$ cat src/rtl/loader_pkg.sv
// Shared definitions for the program loader: FSM states, byte ordering
// within a word, and the legality rule for the high byte of a word.
package loader_pkg;

  // Loader FSM states.
  typedef enum logic [2:0] {
    ST_IDLE  = 3'd0,
    ST_COUNT = 3'd1,
    ST_LO    = 3'd2,
    ST_HI    = 3'd3,
    ST_WRITE = 3'd4,
    ST_CSUM  = 3'd5,
    ST_DONE  = 3'd6,
    ST_ERR   = 3'd7
  } state_e;

  // Order in which the two bytes of a word arrive on the stream.
  localparam int LO_BYTE = 0;
  localparam int HI_BYTE = 1;

  // Bits that may be set in the high byte of a 15-bit instruction.
  localparam logic [7:0] HI_LEGAL_MASK = 8'h7F;

  // A high byte is legal when it sets no bit outside the instruction width.
  function automatic logic hi_byte_legal(input logic [7:0] hi);
    return ((hi & ~HI_LEGAL_MASK) == 8'h00);
  endfunction

  // States in which the loader takes a byte from the stream.
  function automatic logic accepts_byte(input state_e st);
    case (st)
      ST_COUNT, ST_LO, ST_HI, ST_CSUM: return 1'b1;
      default:                         return 1'b0;
    endcase
  endfunction

endpackage

$ cat src/rtl/program_loader_checksum.sv
// XOR accumulator for frame bytes. Clear has priority over enable so a
// frame restart always begins from zero.
module frame_checksum (
  input  logic       clk,
  input  logic       rst_n,
  input  logic       clr,
  input  logic       en,
  input  logic [7:0] data,
  output logic [7:0] sum
);

  logic [7:0] sum_d;
  logic [7:0] sum_q;

  // Next accumulator value: clear, fold in a byte, or hold.
  always_comb begin
    sum_d = sum_q;
    if (clr) begin
      sum_d = 8'h00;
    end else if (en) begin
      sum_d = sum_q ^ data;
    end else begin
      sum_d = sum_q;
    end
  end

  // Accumulator register.
  always_ff @(posedge clk or negedge rst_n) begin
    if (!rst_n) begin
      sum_q <= 8'h00;
    end else begin
      sum_q <= sum_d;
    end
  end

  assign sum = sum_q;

endmodule

$ cat src/rtl/program_loader.sv
// Loads the instruction memory from a byte stream framed as
// count, {LO, HI} per word, XOR checksum. Holds the core frozen until a
// frame has been written completely and its checksum has matched.
module program_loader
  import loader_pkg::*;
#(
  parameter int ADDR_W = 8,
  parameter int WORD_W = 15
) (
  input  logic              clk,
  input  logic              rst_n,
  input  logic              start,
  input  logic [7:0]        rx_data,
  input  logic              rx_valid,
  output logic              rx_ready,
  output logic              im_we,
  output logic [ADDR_W-1:0] im_addr,
  output logic [WORD_W-1:0] im_wdata,
  output logic              core_hold,
  output logic              busy,
  output logic              done,
  output logic              error,
  output logic [ADDR_W:0]   words_loaded
);

  // Word count for a count byte of zero: the whole memory.
  localparam logic [ADDR_W:0] FULL_COUNT = {1'b1, {ADDR_W{1'b0}}};
  localparam logic [ADDR_W:0] ONE_WORD   = {{ADDR_W{1'b0}}, 1'b1};

  state_e              state_d,   state_q;
  logic [ADDR_W:0]     count_d,   count_q;
  logic [7:0]          lo_d,      lo_q;
  logic [ADDR_W-1:0]   addr_d,    addr_q;
  logic [WORD_W-1:0]   wdata_d,   wdata_q;
  logic [ADDR_W:0]     words_d,   words_q;
  logic                hold_d,    hold_q;
  logic                busy_d,    busy_q;
  logic                done_d,    done_q;
  logic                error_d,   error_q;
  logic                ready_d,   ready_q;
  logic                we_d,      we_q;

  logic                accept_s;
  logic                csum_clr_s;
  logic                csum_en_s;
  logic [7:0]          csum_s;
  logic [ADDR_W:0]     words_inc_s;
  logic [7:0]          frame_bytes_s [2];

  // A byte moves only when the loader is ready and the source offers one.
  assign accept_s    = rx_valid & ready_q;
  assign words_inc_s = words_q + ONE_WORD;

  // The latched low byte and the high byte on the bus form the word.
  assign frame_bytes_s[LO_BYTE] = lo_q;
  assign frame_bytes_s[HI_BYTE] = rx_data;

  frame_checksum u_checksum (
    .clk   (clk),
    .rst_n (rst_n),
    .clr   (csum_clr_s),
    .en    (csum_en_s),
    .data  (rx_data),
    .sum   (csum_s)
  );

  // Next-state and next-output logic of the loader FSM.
  always_comb begin
    state_d    = state_q;
    count_d    = count_q;
    lo_d       = lo_q;
    addr_d     = addr_q;
    wdata_d    = wdata_q;
    words_d    = words_q;
    hold_d     = hold_q;
    busy_d     = busy_q;
    done_d     = done_q;
    error_d    = error_q;
    csum_clr_s = 1'b0;
    csum_en_s  = 1'b0;

    case (state_q)
      ST_IDLE, ST_DONE, ST_ERR: begin
        if (start) begin
          state_d    = ST_COUNT;
          done_d     = 1'b0;
          error_d    = 1'b0;
          words_d    = {(ADDR_W+1){1'b0}};
          addr_d     = {ADDR_W{1'b0}};
          hold_d     = 1'b1;
          busy_d     = 1'b1;
          csum_clr_s = 1'b1;
        end else begin
          state_d = state_q;
        end
      end

      ST_COUNT: begin
        if (accept_s) begin
          csum_en_s = 1'b1;
          if (rx_data[ADDR_W-1:0] == {ADDR_W{1'b0}}) begin
            count_d = FULL_COUNT;
          end else begin
            count_d = {1'b0, rx_data[ADDR_W-1:0]};
          end
          state_d = ST_LO;
        end else begin
          state_d = ST_COUNT;
        end
      end

      ST_LO: begin
        if (accept_s) begin
          csum_en_s = 1'b1;
          lo_d      = rx_data;
          state_d   = ST_HI;
        end else begin
          state_d = ST_LO;
        end
      end

      ST_HI: begin
        if (accept_s) begin
          csum_en_s = 1'b1;
          if (!hi_byte_legal(rx_data)) begin
            // High byte would not fit the instruction: abort the frame.
            state_d = ST_ERR;
            error_d = 1'b1;
            busy_d  = 1'b0;
          end else begin
            wdata_d = {frame_bytes_s[HI_BYTE][WORD_W-9:0], frame_bytes_s[LO_BYTE]};
            state_d = ST_WRITE;
          end
        end else begin
          state_d = ST_HI;
        end
      end

      ST_WRITE: begin
        // Address wraps naturally; only a full-memory frame reaches it.
        addr_d  = addr_q + {{(ADDR_W-1){1'b0}}, 1'b1};
        words_d = words_inc_s;
        if (words_inc_s == count_q) begin
          state_d = ST_CSUM;
        end else begin
          state_d = ST_LO;
        end
      end

      ST_CSUM: begin
        if (accept_s) begin
          if (rx_data == csum_s) begin
            state_d = ST_DONE;
            done_d  = 1'b1;
            busy_d  = 1'b0;
            hold_d  = 1'b0;
          end else begin
            state_d = ST_ERR;
            error_d = 1'b1;
            busy_d  = 1'b0;
          end
        end else begin
          state_d = ST_CSUM;
        end
      end

      default: begin
        state_d = ST_IDLE;
      end
    endcase

    // Handshake and write strobe are registered from the next state so
    // they line up exactly with the state they belong to.
    ready_d = accepts_byte(state_d);
    we_d    = (state_d == ST_WRITE);
  end

  // Loader state and output registers.
  always_ff @(posedge clk or negedge rst_n) begin
    if (!rst_n) begin
      state_q <= ST_IDLE;
      count_q <= {(ADDR_W+1){1'b0}};
      lo_q    <= 8'h00;
      addr_q  <= {ADDR_W{1'b0}};
      wdata_q <= {WORD_W{1'b0}};
      words_q <= {(ADDR_W+1){1'b0}};
      hold_q  <= 1'b1;
      busy_q  <= 1'b0;
      done_q  <= 1'b0;
      error_q <= 1'b0;
      ready_q <= 1'b0;
      we_q    <= 1'b0;
    end else begin
      state_q <= state_d;
      count_q <= count_d;
      lo_q    <= lo_d;
      addr_q  <= addr_d;
      wdata_q <= wdata_d;
      words_q <= words_d;
      hold_q  <= hold_d;
      busy_q  <= busy_d;
      done_q  <= done_d;
      error_q <= error_d;
      ready_q <= ready_d;
      we_q    <= we_d;
    end
  end

  assign rx_ready     = ready_q;
  assign im_we        = we_q;
  assign im_addr      = addr_q;
  assign im_wdata     = wdata_q;
  assign core_hold    = hold_q;
  assign busy         = busy_q;
  assign done         = done_q;
  assign error        = error_q;
  assign words_loaded = words_q;

endmodule

$ cat config.mk
export PLATFORM = sky130hd
export DESIGN_NAME = program_loader
export DESIGN_NICKNAME = d
export VERILOG_FILES = /design/src/rtl/loader_pkg.sv /design/src/rtl/program_loader_checksum.sv /design/src/rtl/program_loader.sv
export SDC_FILE = /design/constraint.sdc
export NUM_CORES = 1
export LEC_CHECK = 0
export ABC_CLOCK_PERIOD_IN_PS = 2900
export CORE_MARGIN = 2
export CORE_UTILIZATION = 54
export DETAILED_ROUTE_END_ITERATION = 8
export HOLD_SLACK_MARGIN = 0.03
export PLACE_DENSITY = 0.81
export SLEW_MARGIN = 20
export SYNTH_ARGS = -nofsm -noshare
export SYNTH_HDL_FRONTEND = slang
export SYNTH_SLANG_ARGS = --single-unit
$ cat constraint.sdc
create_clock -name clk -period 2.9 [get_ports clk]
set_input_delay 0.725 -clock clk [delete_from_list [all_inputs] [get_ports clk]]
set_output_delay 0.725 -clock clk [all_outputs]
set_load 0.01 [all_outputs]
==> impl_metrics.ini <==
[placement]
placed_cell_area_um2 = 3810
dpl.hpwl_um = 4650
place.gp.congestion = 0.827
port_buffers = 49

[final_layout]
drive_above_1_share = 0.170
fill_cells = 464
nNetsFinal = 373
fin_util = 0.680
insertedDiodeCount = 0
syn2layout_area_growth_pct = 23.1
finalInstanceArea_um2 = 4000

[worst_setup_path]
crit_arrival_ps = 2700
start_kind = flop
crit_path_end_kind = flop
path_max_fanout = 8
regToRegSetupSlack_ps = 430
r2r-end = state_q[1]
crit_type = reg -> reg
reg2reg_depth = 7
cp.required_ps = 3120
r2r_start = words_loaded[0]

[cts]
cts_tree = yes
clk_latency_ps = 340
clkTransAtPathRegs_ps = 70
htree_levels = 3
cts.sinks = 66
cts_setup_buffers = 0
cts_made_buffers = 9
hold_buffers = 0
post_cts_resized = 0
clockBufferDepth = 2
cts_root_buffer = clkbuf_8

[detailed_routing]
drtPass1Iterations = 4
vias = 2452
ant_nets = 0
initialDrtViolationCount = 85
wire_per_inst_um = 15.2
drc = 0
avgViaCountPerCell = 5.59
drt-total-wl_um = 6680

[floorplan]
die-area_um2 = 6660
dieWidth_um = 81.6
std_cell_rows = 28
die_h_um = 81.6
initial_utilization = 0.552
coreArea_um2 = 5890
pin_count = 50

[sta]
min_period_ps = 2470
finalSetupViolations = 0
hold_viol = 0
drv_slew = 0
worstMarginPinSlew_ps = 608
max_freq_mhz = 404
fin_hold_ws_ps = 390
clock_skew_ps = 5.82
slew-limit-headroom = 0.594
rsz0062_at_grt = no
fin_tns_setup_ps = 0
fin_crit_sh = 0.853

[synthesis]
yosys.area_share.simple = 0.151
async_flop_share = 1.00
synth_fp_nets = 321
syn_avg_cell_area_um2 = 10.6
ys_warn_count = 0
yosysTopAreaCellShare = 0.500
synthMuxAreaShare = 0.110
synth-edff-count = 0
synth_area_leader_cell = dfrtp_1
yosys_register_bits = 66
yosysSeqAreaShare = 0.508
yosys.area_share.adder = 0.00770
synth_compound_area_frac = 0.108
synth_top_family_by_area = simple AND/OR/NAND/NOR gates
ys_types = 45
synth_area_leaders = dfrtp_1, mux2_2, o21ai_0
synth_flop_cell = dfrtp_1
syn_inst = 307
syn-cell-area_um2 = 3250
synth_xor_area_frac = 0.0808

[global_routing]
grt_usage = 0.227
grt_max_degree = 42
grt_pass1_vias = 2344
grt_pass1_wl_um = 11200
antenna_found_initial = 0
gr-total-overflow = 0

[power]
power_mw = 3.70
power_density_nw_per_um2 = 926
p_leak_nw = 1.71
vdd_drop_max_mv = 0.624

[flow_run]
maxCapViolCount = 0

[status]
outcome = finished clean

[worst_hold_path]
min_path_type = in -> async
[cell usage in the layout, fill, tap and decap left out, types with 8 or more instances in the layout]
master	synthesis	routed
mux2_2	31	31
xnor2_1	13	13
nand4_1	8	8
nand2_1	32	32
nor2_1	26	26
o21ai_0	30	30
xor2_1	12	12
clkdlybuf4s50_1	0	48
dfrtp_1	65	65
a21oi_1	10	10
clkbuf_8	0	10
[registers in the layout, indices dropped and copies added (netlist names)]
name	flops
im_addr	8
state_q	3
lo_q	8
u_checksum.sum	8
error	1
words_loaded	9
core_hold	1
busy	1
im_we	1
count_q	9
done	1
rx_ready	1
im_wdata	15
[where the power goes]
part           switching (mW)  internal (mW)  leakage [nW]
combinational           0.603          0.789         0.779
sequential              0.298           1.26         0.831
clock                   0.333          0.419        0.0974
total                    1.23           2.47          1.71
[synthesized netlist by cell type (3+ instances only)]
master and instances:
o21ai_0 30, nand2_1 32, a21oi_1 10, inv_1 5
buf_6 3, nand2b_1 3, clkbuf_1 10, xnor2_1 13
a21o_1 3, mux2_2 31, dfrtp_1 65, nand4_1 8
nor4_1 3, xor2_1 12, nand3_1 6, nor2_1 26
o31ai_1 3, and3_1 6, nor3_1 6
[per-layer routing]
layer	up-vias	part of all wire	GRT usage
met5	-	0	0
met4	0	0.024	0.118
met3	13	0.042	0.0407
met2	58	0.48	0.360
met1	1194	0.45	0.298
li1	1187	-	-
[worst max-delay path, stage by stage, from the launching register on]
cell,delay [ps]
dfrtp_1,460
ha_1,310
and3_1,370
xnor2_1,140
nor3_2,110
a211oi_1,70
or4_1,560
a221o_1,330
[cell families after synthesis]
family,count (synthesis)
AO/OA/AOI/OAI,59
buffers and inverters,21
flip-flops,66
multiplexers,32
AND/OR/NAND/NOR,100
XOR/XNOR,27
adder cells (fa/ha/maj),2
[cell type report]
class | count | area [um^2] | share of cell area
clock inverters | 3 | 40.0 | 0.0100
repair buffers | 57 | 558 | 0.139
multi-input cells | 220 | 1490 | 0.372
inverters | 5 | 18.8 | 0.00469
flip-flops and latches | 66 | 1650 | 0.413
clock buffers | 13 | 149 | 0.0372
well taps | 75 | 93.8 | 0.0234
[per-stage QoR]
step | instances | setup WS, ps
after floorplan | 307 | 570
after global placement | 423 | 509
after detailed placement | 423 | 438
after CTS | 439 | 437
after global routing | 439 | 303
final | 439 | 426
[worst max path at each step]
stage / start / endpoint
after global placement: rx_valid / im_wdata[4]
after global routing: words_loaded[0] / state_q[1]
after detailed placement: rx_valid / im_wdata[10]
final: words_loaded[0] / state_q[1]
after floorplan: words_loaded[0] / state_q[1]
after CTS: words_loaded[0] / state_q[1]
Note: power is estimated with default switching activity, not from simulation.
